[config.mk]
export PLATFORM = sky130hd
export DESIGN_NAME = t_junction_phase_scheduler
export DESIGN_NICKNAME = d
export VERILOG_FILES = /design/src/rtl/t_junction_phase_scheduler.sv
export SDC_FILE = /design/constraint.sdc
export NUM_CORES = 1
export LEC_CHECK = 0
export BUFFER_PORTS_ARGS = -buffer_cell sky130_fd_sc_hd__buf_2
export CORE_MARGIN = 1.5
export CORE_UTILIZATION = 30
export CTS_BUF_LIST = sky130_fd_sc_hd__clkbuf_2 sky130_fd_sc_hd__clkbuf_4 sky130_fd_sc_hd__clkbuf_8
export DETAILED_ROUTE_END_ITERATION = 8
export PLACE_DENSITY = 0.57
export SYNTH_ARGS = -nofsm -noshare
export SYNTH_HDL_FRONTEND = slang
export SYNTH_SLANG_ARGS = --single-unit
export TNS_END_PERCENT = 5
[constraint.sdc]
create_clock -name clk -period 4.2 [get_ports clk]
set_input_delay 0.42 -clock clk [delete_from_list [all_inputs] [get_ports clk]]
set_output_delay 0.42 -clock clk [all_outputs]
set_load 0.005 [all_outputs]
[src/rtl/t_junction_phase_scheduler.sv]
`default_nettype none
// ============================================================================
// Module      : t_junction_phase_scheduler
// Description : Phase sequencer / arbiter for a three-approach T-junction with
//               round-robin service, pedestrian walk phases and emergency
//               preemption. All outputs registered.
// Revision    : 1.0 - initial release
// ============================================================================
module t_junction_phase_scheduler #(
    parameter int GREEN_MIN = 10,
    parameter int GREEN_MAX = 30,
    parameter int YELLOW_T  = 3,
    parameter int ALLRED_T  = 2,
    parameter int WALK_T    = 8,
    parameter int EMG_HOLD  = 20
) (
    input  logic       clk,
    input  logic       reset,
    input  logic       tick,
    input  logic [2:0] veh_req,
    input  logic [1:0] ped_req,
    input  logic [2:0] emg_req,
    output logic [8:0] lights,
    output logic [1:0] walk,
    output logic       buzzer,
    output logic       emg_active,
    output logic [1:0] phase
);

    localparam logic [7:0] c_green_min_m1 = 8'(GREEN_MIN - 1);
    localparam logic [7:0] c_green_max_m1 = 8'(GREEN_MAX - 1);
    localparam logic [7:0] c_yellow_m1    = 8'(YELLOW_T - 1);
    localparam logic [7:0] c_allred_m1    = 8'(ALLRED_T - 1);
    localparam logic [7:0] c_walk_m1      = 8'(WALK_T - 1);
    localparam logic [7:0] c_emg_hold_m1  = 8'(EMG_HOLD - 1);
    localparam logic [7:0] c_cnt_sat      = 8'hFF;

    localparam logic [2:0] c_lamp_red     = 3'b100;
    localparam logic [2:0] c_lamp_yellow  = 3'b010;
    localparam logic [2:0] c_lamp_green   = 3'b001;

    typedef enum logic [2:0] {
        S_ALLRED = 3'd0,
        S_GREEN  = 3'd1,
        S_YELLOW = 3'd2,
        S_WALK   = 3'd3,
        S_EMG    = 3'd4
    } state_t;

    state_t     r_state;
    state_t     w_state_nxt;
    logic [1:0] r_phase;
    logic [1:0] w_phase_nxt;
    logic [7:0] r_cnt;
    logic [1:0] r_ped_pending;
    logic [1:0] r_walk;
    logic [8:0] r_lights;
    logic       r_buzzer;
    logic       r_emg_active;

    logic       w_emg_any;
    logic [1:0] w_emg_win;
    logic       w_own_veh;
    logic       w_own_emg;
    logic       w_other_demand;
    logic [1:0] w_sel_phase;
    logic [1:0] w_ped_next;
    logic       w_walk_entry;

    // One-hot approach mask; the unused code 3 selects nothing.
    function automatic logic [2:0] f_mask(input logic [1:0] p);
        logic [2:0] m;
        case (p)
            2'd0:    m = 3'b001;
            2'd1:    m = 3'b010;
            2'd2:    m = 3'b100;
            default: m = 3'b000;
        endcase
        return m;
    endfunction

    // Fixed-priority emergency winner, lowest index first.
    function automatic logic [1:0] f_winner(input logic [2:0] e);
        logic [1:0] w;
        if (e[0])
            w = 2'd0;
        else if (e[1])
            w = 2'd1;
        else
            w = 2'd2;
        return w;
    endfunction

    // Round-robin search phase+1, phase+2, phase; idle junction just advances.
    function automatic logic [1:0] f_select(input logic [1:0] p, input logic [2:0] v);
        logic [1:0] n1;
        logic [1:0] n2;
        logic [1:0] n0;
        logic [1:0] s;
        case (p)
            2'd0: begin
                n1 = 2'd1; n2 = 2'd2; n0 = 2'd0;
            end
            2'd1: begin
                n1 = 2'd2; n2 = 2'd0; n0 = 2'd1;
            end
            default: begin
                n1 = 2'd0; n2 = 2'd1; n0 = 2'd2;
            end
        endcase
        if (|(v & f_mask(n1)))
            s = n1;
        else if (|(v & f_mask(n2)))
            s = n2;
        else if (|(v & f_mask(n0)))
            s = n0;
        else
            s = n1;
        return s;
    endfunction

    function automatic logic [8:0] f_lamps(input state_t s, input logic [1:0] p);
        logic [8:0] l;
        logic [2:0] code;
        l    = {c_lamp_red, c_lamp_red, c_lamp_red};
        code = c_lamp_red;
        case (s)
            S_GREEN, S_EMG: code = c_lamp_green;
            S_YELLOW:       code = c_lamp_yellow;
            default:        code = c_lamp_red;
        endcase
        case (p)
            2'd0:    l[2:0] = code;
            2'd1:    l[5:3] = code;
            2'd2:    l[8:6] = code;
            default: l      = {c_lamp_red, c_lamp_red, c_lamp_red};
        endcase
        return l;
    endfunction

    assign w_emg_any      = |emg_req;
    assign w_emg_win      = f_winner(emg_req);
    assign w_own_veh      = |(veh_req & f_mask(r_phase));
    assign w_own_emg      = |(emg_req & f_mask(r_phase));
    assign w_other_demand = (|(veh_req & ~f_mask(r_phase))) || (|r_ped_pending);
    assign w_sel_phase    = f_select(r_phase, veh_req);
    assign w_ped_next     = r_ped_pending | ped_req;
    assign w_walk_entry   = (r_state != S_WALK) && (w_state_nxt == S_WALK);

    always_comb begin
        w_state_nxt = r_state;
        w_phase_nxt = r_phase;
        case (r_state)
            S_GREEN: begin
                // Preemption is immediate; a green already on the winner skips yellow.
                if (w_emg_any) begin
                    if (w_emg_win == r_phase)
                        w_state_nxt = S_EMG;
                    else
                        w_state_nxt = S_YELLOW;
                end else if (tick && (r_cnt >= c_green_min_m1) && w_other_demand &&
                             (!w_own_veh || (r_cnt >= c_green_max_m1))) begin
                    w_state_nxt = S_YELLOW;
                end
            end
            S_YELLOW: begin
                if (tick && (r_cnt == c_yellow_m1))
                    w_state_nxt = S_ALLRED;
            end
            S_ALLRED: begin
                if (tick && (r_cnt == c_allred_m1)) begin
                    if (w_emg_any) begin
                        w_state_nxt = S_EMG;
                        w_phase_nxt = w_emg_win;
                    end else if (|r_ped_pending) begin
                        w_state_nxt = S_WALK;
                    end else begin
                        w_state_nxt = S_GREEN;
                        w_phase_nxt = w_sel_phase;
                    end
                end
            end
            S_WALK: begin
                if (w_emg_any) begin
                    w_state_nxt = S_ALLRED;
                end else if (tick && (r_cnt == c_walk_m1)) begin
                    w_state_nxt = S_GREEN;
                    w_phase_nxt = w_sel_phase;
                end
            end
            S_EMG: begin
                // r_phase holds the grant for the whole emergency.
                if (tick && !w_own_emg && (r_cnt >= c_emg_hold_m1))
                    w_state_nxt = S_YELLOW;
            end
            default: begin
                w_state_nxt = S_ALLRED;
                w_phase_nxt = 2'd2;
            end
        endcase
    end

    always_ff @(posedge clk) begin
        if (reset) begin
            r_state       <= S_ALLRED;
            r_phase       <= 2'd2;
            r_cnt         <= 8'd0;
            r_ped_pending <= 2'b00;
            r_walk        <= 2'b00;
            r_lights      <= {c_lamp_red, c_lamp_red, c_lamp_red};
            r_buzzer      <= 1'b0;
            r_emg_active  <= 1'b0;
        end else begin
            r_state <= w_state_nxt;
            r_phase <= w_phase_nxt;

            if (w_state_nxt != r_state)
                r_cnt <= 8'd0;
            else if (tick && (r_cnt != c_cnt_sat))
                r_cnt <= r_cnt + 8'd1;

            // Walk shows what was pending on entry; later presses queue up.
            if (w_walk_entry) begin
                r_ped_pending <= 2'b00;
                r_walk        <= w_ped_next;
            end else begin
                r_ped_pending <= w_ped_next;
                if (w_state_nxt != S_WALK)
                    r_walk <= 2'b00;
            end

            r_lights     <= f_lamps(w_state_nxt, w_phase_nxt);
            r_buzzer     <= (w_state_nxt == S_EMG);
            r_emg_active <= (w_state_nxt == S_EMG);
        end
    end

    assign lights     = r_lights;
    assign walk       = r_walk;
    assign buzzer     = r_buzzer;
    assign emg_active = r_emg_active;
    assign phase      = r_phase;

endmodule
`default_nettype wire

## After elaboration in Yosys (flattened, before gate mapping)

Cells that the tools add are included.

| cells by class | value |
|---|---|
| $add $sub $neg | 1 |
| $lt $le $gt $ge | 3 |
| equality and inequality tests | 26 |
| muxes and demuxes | 35 |
| bitwise gates (word level) | 11 |
| reduce and logical (&&, ||, !) cells | 36 |

Operator list:

| kind | number |
|---|---|
| two-way mux 3 bit | 12 |
| case mux 3 bit (3 select lines) | 4 |
| two-way mux 2 bit | 13 |
| OR reduction 3 bit | 8 |
| AND 3 bit | 6 |
| >= comparator 8 x 5 -> 1 bit, second input constant | 2 |
| case mux 3 bit (5 select lines) | 1 |
| OR reduction 2 bit | 7 |
| == test 3 x 2 -> 1 bit, second input constant | 4 |
| case mux 2 bit (2 select lines) | 3 |
| == test 2 x 1 -> 1 bit, second input constant | 5 |
| == test 2 bit, second input constant | 5 |
| logical AND 1 bit | 10 |
| logical NOT 2 bit | 5 |
| adder 8 x 1 -> 8 bit, second input constant | 1 |
| == test 8 x 1 -> 1 bit, second input constant | 1 |
| == test 8 x 2 -> 1 bit, second input constant | 1 |
| == test 8 x 3 -> 1 bit, second input constant | 1 |
| >= comparator 8 x 4 -> 1 bit, second input constant | 1 |
| inequality test 8 bit, second input constant | 1 |
| == test 3 x 1 -> 1 bit, second input constant | 2 |
| == test 3 bit, second input constant | 2 |
| inequality test 3 x 2 -> 1 bit, second input constant | 2 |
| case mux 2 bit (3 select lines) | 1 |
| 10 further kinds | 14 |

| word-level totals | value |
|---|---|
| bits in registers | 27 |
| bits of input ports | 11 |
| output and inout port bits | 15 |
| word-level logic and storage cells | 121 |

## Depth between registers and ports, before layout

Gate-level depths: netlist of the first run.

| depth | value |
|---|---|
| word-level depth | 23 |
| gate-level depth with buffers | 8 |
| depth with buffers taken out | 8 |

## Worst setup path before layout of the first run

No wires, ideal clock.

| timing | value |
|---|---|
| path type | reg2reg |
| start | register r_cnt[1] |
| end | register r_cnt[0] |
| setup time | 0.086 ns |
| data arrival time | 2.108 ns |
| required time | 4.114 ns |
| setup slack | 2.006 ns |
| cell stages (with the launch flop) | 9 |
| path buffers | 0 |
| clock period less this slack | 2.194 ns |
| path through | dfxtp_1 -> inv_1 -> ha_1 -> or2b_2 -> a41o_1 -> o211ai_4 -> o21ai_2 -> a2111o_1 -> a211oi_1 |

| on the way | value |
|---|---|
| word-level cells in the longest chain between the ends | 9 |
| elaborated cells between the ends (all ways) | 26 |
| classes of those cells | order compare (3); eq/ne (5); mux (8); reduce/logical (10) |

Ends and longest elaborated chain:

| what | RTL line | RTL |
|---|---|---|
| start, declared | 54 | `logic [7:0] r_cnt;` |
| start signal, assigned | 220 | `r_cnt <= r_cnt + 8'd1;` |
| >= comparator 8 x 4 -> 1 bit | 161 | `end else if (tick && (r_cnt >= c_green_min_m1) && w_other_demand &&` |
| logical AND 1 bit (3 in a row) | 161 |  |
| two-way mux 3 bit | 161 |  |
| two-way mux 3 bit | 156 | `if (w_emg_any) begin` |
| case mux 3 bit (5 select lines) | 153 | `case (r_state)` |
| inequality test 3 bit | 217 | `if (w_state_nxt != r_state)` |
| OR reduction 2 bit (no line) | - |  |

Parallel ways exist; a longest one is shown, timed or not.
A chain may end at the register's enable or synchronous reset.

## Worst setup path after layout of the first run

| timing | value |
|---|---|
| start | register r_phase[0] (netlist: phase[0]) |
| end | register r_lights[4] (netlist: lights[4]) |

| on the way | value |
|---|---|
| word-level cells in the longest chain between the ends | 18 |
| elaborated cells between the ends (all ways) | 66 |
| classes of those cells | eq/ne (13); mux (25); bitwise (8); reduce/logical (20) |

Ends and longest elaborated chain:

| what | RTL line | RTL |
|---|---|---|
| start, declared | 52 | `logic [1:0] r_phase;` |
| start signal, assigned | 215 | `r_phase <= w_phase_nxt;` |
| == test 2 x 1 -> 1 bit or logical NOT 2 bit (tied branches) | 73, 100 |  |
| case mux 2 bit (2 select lines) | 100 | `case (p)` |
| == test 2 bit, or another cell as far along | 73 | `case (p)` |
| case mux 3 bit (3 select lines) | 73 |  |
| two-way mux 3 bit | 113 | `else if (\|(v & f_mask(n2)))` |
| two-way mux 3 bit | 111 | `if (\|(v & f_mask(n1)))` |
| AND 3 bit | 115 | `else if (\|(v & f_mask(n0)))` |
| OR reduction 3 bit | 115 |  |
| [2 not listed] | - |  |
| two-way mux 2 bit | 111 |  |
| two-way mux 2 bit | 175 | `end else if (\|r_ped_pending) begin` |
| two-way mux 2 bit | 172 | `if (w_emg_any) begin` |
| two-way mux 2 bit | 171 | `if (tick && (r_cnt == c_allred_m1)) begin` |
| case mux 2 bit (3 select lines) | 153 |  |
| == test 2 x 1 -> 1 bit | 132 | `case (p)` |
| NOT 1 bit (no line) | - |  |
| OR reduction 2 bit (no line) | - |  |
| end signal, assigned | 210 | `r_lights <= {c_lamp_red, c_lamp_red, c_lamp_red};` |
| end signal, assigned | 232 | `r_lights <= f_lamps(w_state_nxt, w_phase_nxt);` |
| end, declared | 57 | `logic [8:0] r_lights;` |

Parallel ways exist; a longest one is shown, timed or not. The select of a mux whose other input is x is not followed.

==> results of run 1 <==
## per-stage QoR
stage / util [%] / hold slack [ns] / cells
after floorplan: - / 0.448 / 204
after global placement: 34.4 / 0.449 / 290
after detailed placement: 34.4 / 0.449 / 290
after CTS: 35.3 / 0.411 / 294
after global routing: 35.3 / 0.469 / 294
final: 35.3 / 0.411 / 294
## synthesized netlist by cell type (3+ instances only)
cell type,instances
nand4_1,3
mux2i_1,3
xnor2_1,5
inv_1,8
dfxtp_1,27
nand3_1,4
buf_2,6
nor3b_1,4
nor2_1,21
clkbuf_1,3
nor3_1,14
o21ai_1,3
a211oi_1,7
nand2b_1,3
a21oi_1,6
or3_1,4
o21ai_0,10
nand2_1,7
nor2b_1,4
ha_1,4
## power groups by stage
stage,combinational (mW),clock (mW),sequential [mW]
2_1_floorplan,0.105,0,0.281
3_3_place_gp,0.131,0,0.292
3_5_place_dp,0.130,0,0.292
4_1_cts,0.131,0.159,0.286
5_1_grt,0.148,0.172,0.290
6_report,0.131,0.155,0.286
## sequential cells by signal, summed over array words and instances, names as in the netlist
| name | cells |
|---|---|
| lights | 9 |
| phase | 2 |
| r_ped_pending | 2 |
| walk | 2 |
| r_state | 3 |
| emg_active | 1 |
| r_cnt | 8 |
## logic make-up (layout without fill, tap and decap cells)
group,count (synthesis),in the layout
muxes,3,3
buffers and inverters,19,37
adders and majority gates,4,4
and+or+nand+nor,89,89
AOI/OAI and AO/OA,55,55
DFF,27,27
xor gates and xnor gates,7,7
## worst min-delay path: stages
cell and delay (ns):
buf_2 0.08, nor2_1 0.03, nor3_1 0.11
## layer usage
metal | vias to the layer above | global-route usage (%) | part of all wire (%)
met5 | - | 0 | 0
met4 | 0 | 4.91 | 1.4
met3 | 5 | 2.40 | 4.6
met2 | 42 | 22.0 | 43
met1 | 745 | 20.7 | 51
li1 | 802 | - | -
## area by class of cell
cell class              count  share of cell area (%)
clock inverters             1                   0.381
well taps                  72                    4.58
flip-flops and latches     27                    27.5
multi-input cells         158                    57.6
inverters                   8                    1.53
repair buffers             25                    6.36
clock buffers               3                    2.10
## worst max-delay path by stage
stage,cells past startpoint,startpoint,endpoint
3_5_place_dp,5,phase[0]$_SDFF_PP0_,lights[4]$_SDFF_PP0_
5_1_grt,5,phase[0]$_SDFF_PP0_,lights[4]$_SDFF_PP0_
3_3_place_gp,5,phase[0]$_SDFF_PP0_,lights[4]$_SDFF_PP0_
6_report,5,phase[0]$_SDFF_PP0_,lights[4]$_SDFF_PP0_
2_1_floorplan,8,r_cnt[1]$_SDFFE_PP0P_,r_cnt[0]$_SDFFE_PP0P_
4_1_cts,5,phase[0]$_SDFF_PP0_,lights[4]$_SDFF_PP0_
==> results.sh, run 1 <==
export IMPL_ys_async_sr_fraction_pct=0
export IMPL_design_area_sq_mm=0.00197
export IMPL_netlist_area_sq_mm=0.00176
export IMPL_numCtsBuffers=3
export IMPL_p_int_mw=0.394
export IMPL_fin_ws_ns=1.46
export IMPL_synth_mux_area_fraction_pct=1.71
export IMPL_grt_pass1_wl_mm=7.36
export IMPL_diodes=0
export IMPL_clockBufferDepth=2
export IMPL_status="complete, no violations"
export IMPL_worst_pin_slew_ns=0.797
export IMPL_rsz0062_at_grt="no"
export IMPL_rows=27
export IMPL_skew_ns=0.00227
export IMPL_placed_area_sq_mm=0.00192
export IMPL_p_comb_share_pct=23.0
export IMPL_htree_levels=1
export IMPL_pwr_density_cell_mw_per_mm2=291
export IMPL_synth_area_top_cells="dfxtp_1, nor2_1, nor3_1"
export IMPL_holdCritStartpoint="ped_req[0]"
export IMPL_synthXorXnorAreaFrac_pct=3.48
export IMPL_layout_common_cells="dfxtp_1, buf_2, nor2_1"
export IMPL_via_count=1594
export IMPL_pwr_share_seq_pct=50.0
export IMPL_cts_setup_buffers=0
export IMPL_ant_nets=0
export IMPL_cp_arrival_ns=2.94
export IMPL_r2r_end="lights[4]$_SDFF_PP0_"
export IMPL_port_buffers=25
export IMPL_synth_area_leader_cell="dfxtp_1"
export IMPL_p_leak_nw=0.716
export IMPL_areaGrowthSynthToFinish_pct=11.8
export IMPL_cpMostUsedCell="nor3b_1"
export IMPL_synth_fp_nets=219
export IMPL_multiInputGateArea_sq_mm=0.00113
export IMPL_finalWirelength_mm=4.23
export IMPL_r2r_start="phase[0]$_SDFF_PP0_"
export IMPL_die_area_sq_mm=0.00634
export IMPL_layout_commonest_cell="dfxtp_1"
export IMPL_hpwlAfterDp_mm=3.12
export IMPL_synthCells=204
export IMPL_drv_cap=0
export IMPL_synth_simple_area_share_pct=31.3
export IMPL_period_share_pct=65.2
export IMPL_drc=0
export IMPL_synth_cell_type_count=67
export IMPL_synth_top_area_share_pct=30.7
export IMPL_period_needed_ns=2.74
export IMPL_clk_latency_ns=0.28
export IMPL_dieWidth_microns=79.6
export IMPL_fin_tns_setup_ns=0
export IMPL_peakVddDrop_v=0.000111
export IMPL_antenna_found_initial=0
export IMPL_r2r_cells=5
export IMPL_path_class="reg2reg"
export IMPL_synth_seq_cells=27
export IMPL_drt_iter0_drc=116
export IMPL_power_switching_mw=0.178
export IMPL_ys_warn_count=0
export IMPL_pwr_share_clk_pct=27.0
export IMPL_grtUsageTotal_pct=14.6
export IMPL_drive_above_1_share_pct=21.2
export IMPL_critPathLaunchType="register"
export IMPL_critPathTopFamily="simple AND/OR/NAND/NOR gates"
export IMPL_synth_compound_area_share_pct=25.1
export IMPL_rrSetupSlack_ns=1.46
export IMPL_gp_congestion=0.863
export IMPL_clkTransAtPathRegs_ns=0.10
export IMPL_synth_edf_count=0
export IMPL_crit_buf_inv=0
export IMPL_hold_buffers=0
export IMPL_syn_area_per_cell_sq_um=8.63
export IMPL_worst_setup_path_end_kind="register"
export IMPL_slowest_delay_ns=0.76
export IMPL_dieHeight_microns=79.6
export IMPL_pre_cts_slack_ns=1.53
export IMPL_setup_viol=0
export IMPL_nets=238
export IMPL_cp_slowest_cell="a2111oi_1"
export IMPL_ys_seq_area_share_pct=30.7
export IMPL_overflow=0
export IMPL_slew_headroom_pct=46.4
export IMPL_cp_max_fo=14
export IMPL_slew_violations=0
export IMPL_via_per_inst=5.42
export IMPL_grt_pass1_vias=1475
export IMPL_cts_root_buf="clkbuf_8"
export IMPL_io_pins=26
export IMPL_wire_per_inst_microns=14.4
export IMPL_cts_tree="yes"
export IMPL_synth_top_family_by_area="simple AND/OR/NAND/NOR gates"
export IMPL_crit_chain="and3b_1 -> a2111oi_1 -> nor3b_1 -> o21ai_0 -> nor3b_1"
export IMPL_synth_top_flop_cell="dfxtp_1"
export IMPL_sw_frac_of_total_pct=31.1
export IMPL_ctsResizeCount=0
export IMPL_n_fill_cell=580
export IMPL_cts_sinks=27
export IMPL_hold_path_class="in2reg"
export IMPL_seqCellArea_sq_um=541
export IMPL_grt_max_degree=17
export IMPL_required_ns=4.40
export IMPL_start_util_pct=31.6
export IMPL_p_total_mw=0.572
export IMPL_hold_end="r_ped_pending[0]$_SDFF_PP0_"
export IMPL_drtPass1Iterations=4
export IMPL_hold_depth=3
export IMPL_synthAdderAreaFrac_pct=2.84
export IMPL_fmax_mhz=365
export IMPL_hold_viol=0
export IMPL_core_sq_mm=0.00557
(Power assumes the default switching activity.)
==> inputs of run 2 (changes only) <==
--- a/config.mk
+++ b/config.mk
@@ -10,7 +10,7 @@
 export CORE_UTILIZATION = 30
 export CTS_BUF_LIST = sky130_fd_sc_hd__clkbuf_2 sky130_fd_sc_hd__clkbuf_4 sky130_fd_sc_hd__clkbuf_8
 export DETAILED_ROUTE_END_ITERATION = 8
-export PLACE_DENSITY = 0.57
+export PLACE_DENSITY = 0.59
 export SYNTH_ARGS = -nofsm -noshare
 export SYNTH_HDL_FRONTEND = slang
 export SYNTH_SLANG_ARGS = --single-unit
==> constraint.sdc (replaced) <==
create_clock -name clk -period 2.3 [get_ports clk]
set_input_delay 0.23 -clock clk [delete_from_list [all_inputs] [get_ports clk]]
set_output_delay 0.23 -clock clk [all_outputs]
set_load 0.005 [all_outputs]
==> run 2 against run 1 <==
Against the previous run:
- power is 90% higher
- non-clock buffer count is 20 higher
- count of clock-buffer cells in the layout stayed put
- clock skew is 0.00060 ns higher
- core utilization is 3.8 points higher
- worst setup slack worse by 1.4 ns
- routed wire length is 5.1% higher
- via count is 5.0% higher
- critical endpoint is now lights[2]$_SDFF_PP1_
- largest cell class unchanged
==> results.sh, run 2 (same netlist as run 1, synthesis figures left out) <==
export IMPL_pwr_density_cell_mw_per_mm2=499
export IMPL_clkTransAtPathRegs_ns=0.10
export IMPL_drt_iter0_drc=130
export IMPL_critPathLaunchType="register"
export IMPL_antenna_found_initial=0
export IMPL_path_class="reg2reg"
export IMPL_core_sq_mm=0.00557
export IMPL_p_total_mw=1.09
export IMPL_layout_commonest_cell="buf_2"
export IMPL_slew_violations=0
export IMPL_hold_path_class="in2reg"
export IMPL_n_fill_cell=574
export IMPL_drtPass1Iterations=4
export IMPL_drv_cap=0
export IMPL_largest_register_ffs=9
export IMPL_overflow=0
export IMPL_grt_max_degree=17
export IMPL_clockBufferDepth=2
export IMPL_peakVddDrop_v=0.000240
export IMPL_cts_setup_buffers=0
export IMPL_slew_headroom_pct=57.0
export IMPL_cts_tree="yes"
export IMPL_fmax_mhz=445
export IMPL_cts_root_buf="clkbuf_8"
export IMPL_fin_cells=314
export IMPL_nets=258
export IMPL_gp_congestion=0.780
export IMPL_start_util_pct=31.6
export IMPL_drive_above_1_share_pct=33.5
export IMPL_drc=0
export IMPL_setup_viol=0
export IMPL_diodes=0
export IMPL_via_count=1673
export IMPL_p_leak_nw=0.830
export IMPL_areaGrowthSynthToFinish_pct=23.7
export IMPL_grt_pass1_wl_mm=7.61
export IMPL_finalWirelength_mm=4.44
export IMPL_r2r_start="r_cnt[1]$_SDFFE_PP0P_"
export IMPL_dpl_cell_count=311
export IMPL_die_area_sq_mm=0.00634
export IMPL_status="complete, no violations"
export IMPL_ant_nets=0
export IMPL_grtUsageTotal_pct=15.0
export IMPL_cp_arrival_ns=2.47
export IMPL_seqCellArea_sq_um=547
export IMPL_port_buffers=25
export IMPL_crit_start="r_cnt[1]$_SDFFE_PP0P_"
export IMPL_dieWidth_microns=79.6
export IMPL_htree_levels=1
export IMPL_grt_pass1_vias=1566
export IMPL_required_ns=2.52
export IMPL_worst_setup_path_end_kind="register"
export IMPL_layout_common_cells="buf_2, dfxtp_1, nor2_1"
export IMPL_cts_sinks=27
export IMPL_pre_cts_slack_ns=-0.0393
export IMPL_fin_ws_ns=0.0526
export IMPL_cp_max_fo=5
export IMPL_via_per_inst=5.33
export IMPL_holdCritStartpoint="ped_req[0]"
export IMPL_skew_ns=0.00287
export IMPL_rsz0062_at_grt="yes"
export IMPL_worst_pin_slew_ns=0.642
export IMPL_period_needed_ns=2.25
export IMPL_rows=27
export IMPL_hpwlAfterDp_mm=3.30
export IMPL_numCtsBuffers=3
export IMPL_period_share_pct=97.7
export IMPL_io_pins=26
export IMPL_multiInputGateArea_sq_mm=0.00119
export IMPL_hold_viol=0
export IMPL_dieHeight_microns=79.6
export IMPL_clk_latency_ns=0.27
export IMPL_wire_per_inst_microns=14.2
## run 2: changes by cell type in the layout (fill, tap and decap cells not counted), sizes merged
| cell | change |
|---|---|
| buf | +20 |
## run 2: timing repair
action / in CTS / in global routing
hold endpoints to repair: 0 / 0
pin swaps: 1 / 11
hold buffers: 0 / 0
gates resized for setup: 2 / 16
endpoints found under the setup margin: 8 / 18
## run 2: area by class of cell
class / instances / share of cell area [%]
repair buffers: 45 / 12.6
well taps: 72 / 4.14
flip-flops and latches: 27 / 25.1
clock buffers: 3 / 1.90
multi-input cells: 158 / 54.5
inverters: 8 / 1.38
clock inverters: 1 / 0.345
## run 2: report_power, final
group          leakage (nW)  internal, mW  total (mW)  switching, mW
Combinational         0.588         0.137       0.299          0.162
Sequential            0.221         0.490       0.509         0.0197
Clock                0.0217         0.123       0.279          0.157
## run 2: metal layers
| metal | share of wire (%) | track usage, % | routed length (microns) |
|---|---|---|---|
| met1 | 51 | 21.9 | 2260 |
| met2 | 44 | 22.8 | 1970 |
| met3 | 3.9 | 2.06 | 173 |
| met4 | 0.92 | 3.86 | 41 |
| met5 | 0 | 0 | 0 |
## run 2: path summary, 6_finish.rpt
path | end | slack [ns] | cells past startpoint
setup / recovery | lights[2]$_SDFF_PP1_ | 0.05 | 8
hold reg to reg | walk[0]$_SDFFE_PP0P_ | 0.46 | 2
setup reg to reg | lights[2]$_SDFF_PP1_ | 0.05 | 8
hold / removal | r_ped_pending[0]$_SDFF_PP0_ | 0.21 | 3
## run 2: critical path: stages, from the launching register on
cell and delay (ns):
dfxtp_2 0.33, buf_4 0.14, ha_1 0.21, or3_1 0.33, a21oi_2 0.19, or3_1 0.13, nand4b_1 0.21, or4b_4 0.56
nand4bb_1 0.11
## run 2: metrics by stage
stage | utilization [%] | setup TNS, ns | hold WS (ns) | instance area (sq um)
after floorplan | - | 0 | 0.392 | 1760
after global placement | 37.3 | 0 | 0.452 | 2080
after detailed placement | 37.3 | -0.0467 | 0.446 | 2080
after CTS | 38.2 | -0.0313 | 0.206 | 2130
after global routing | 39.1 | -0.434 | 0.223 | 2180
final | 39.1 | 0 | 0.213 | 2180
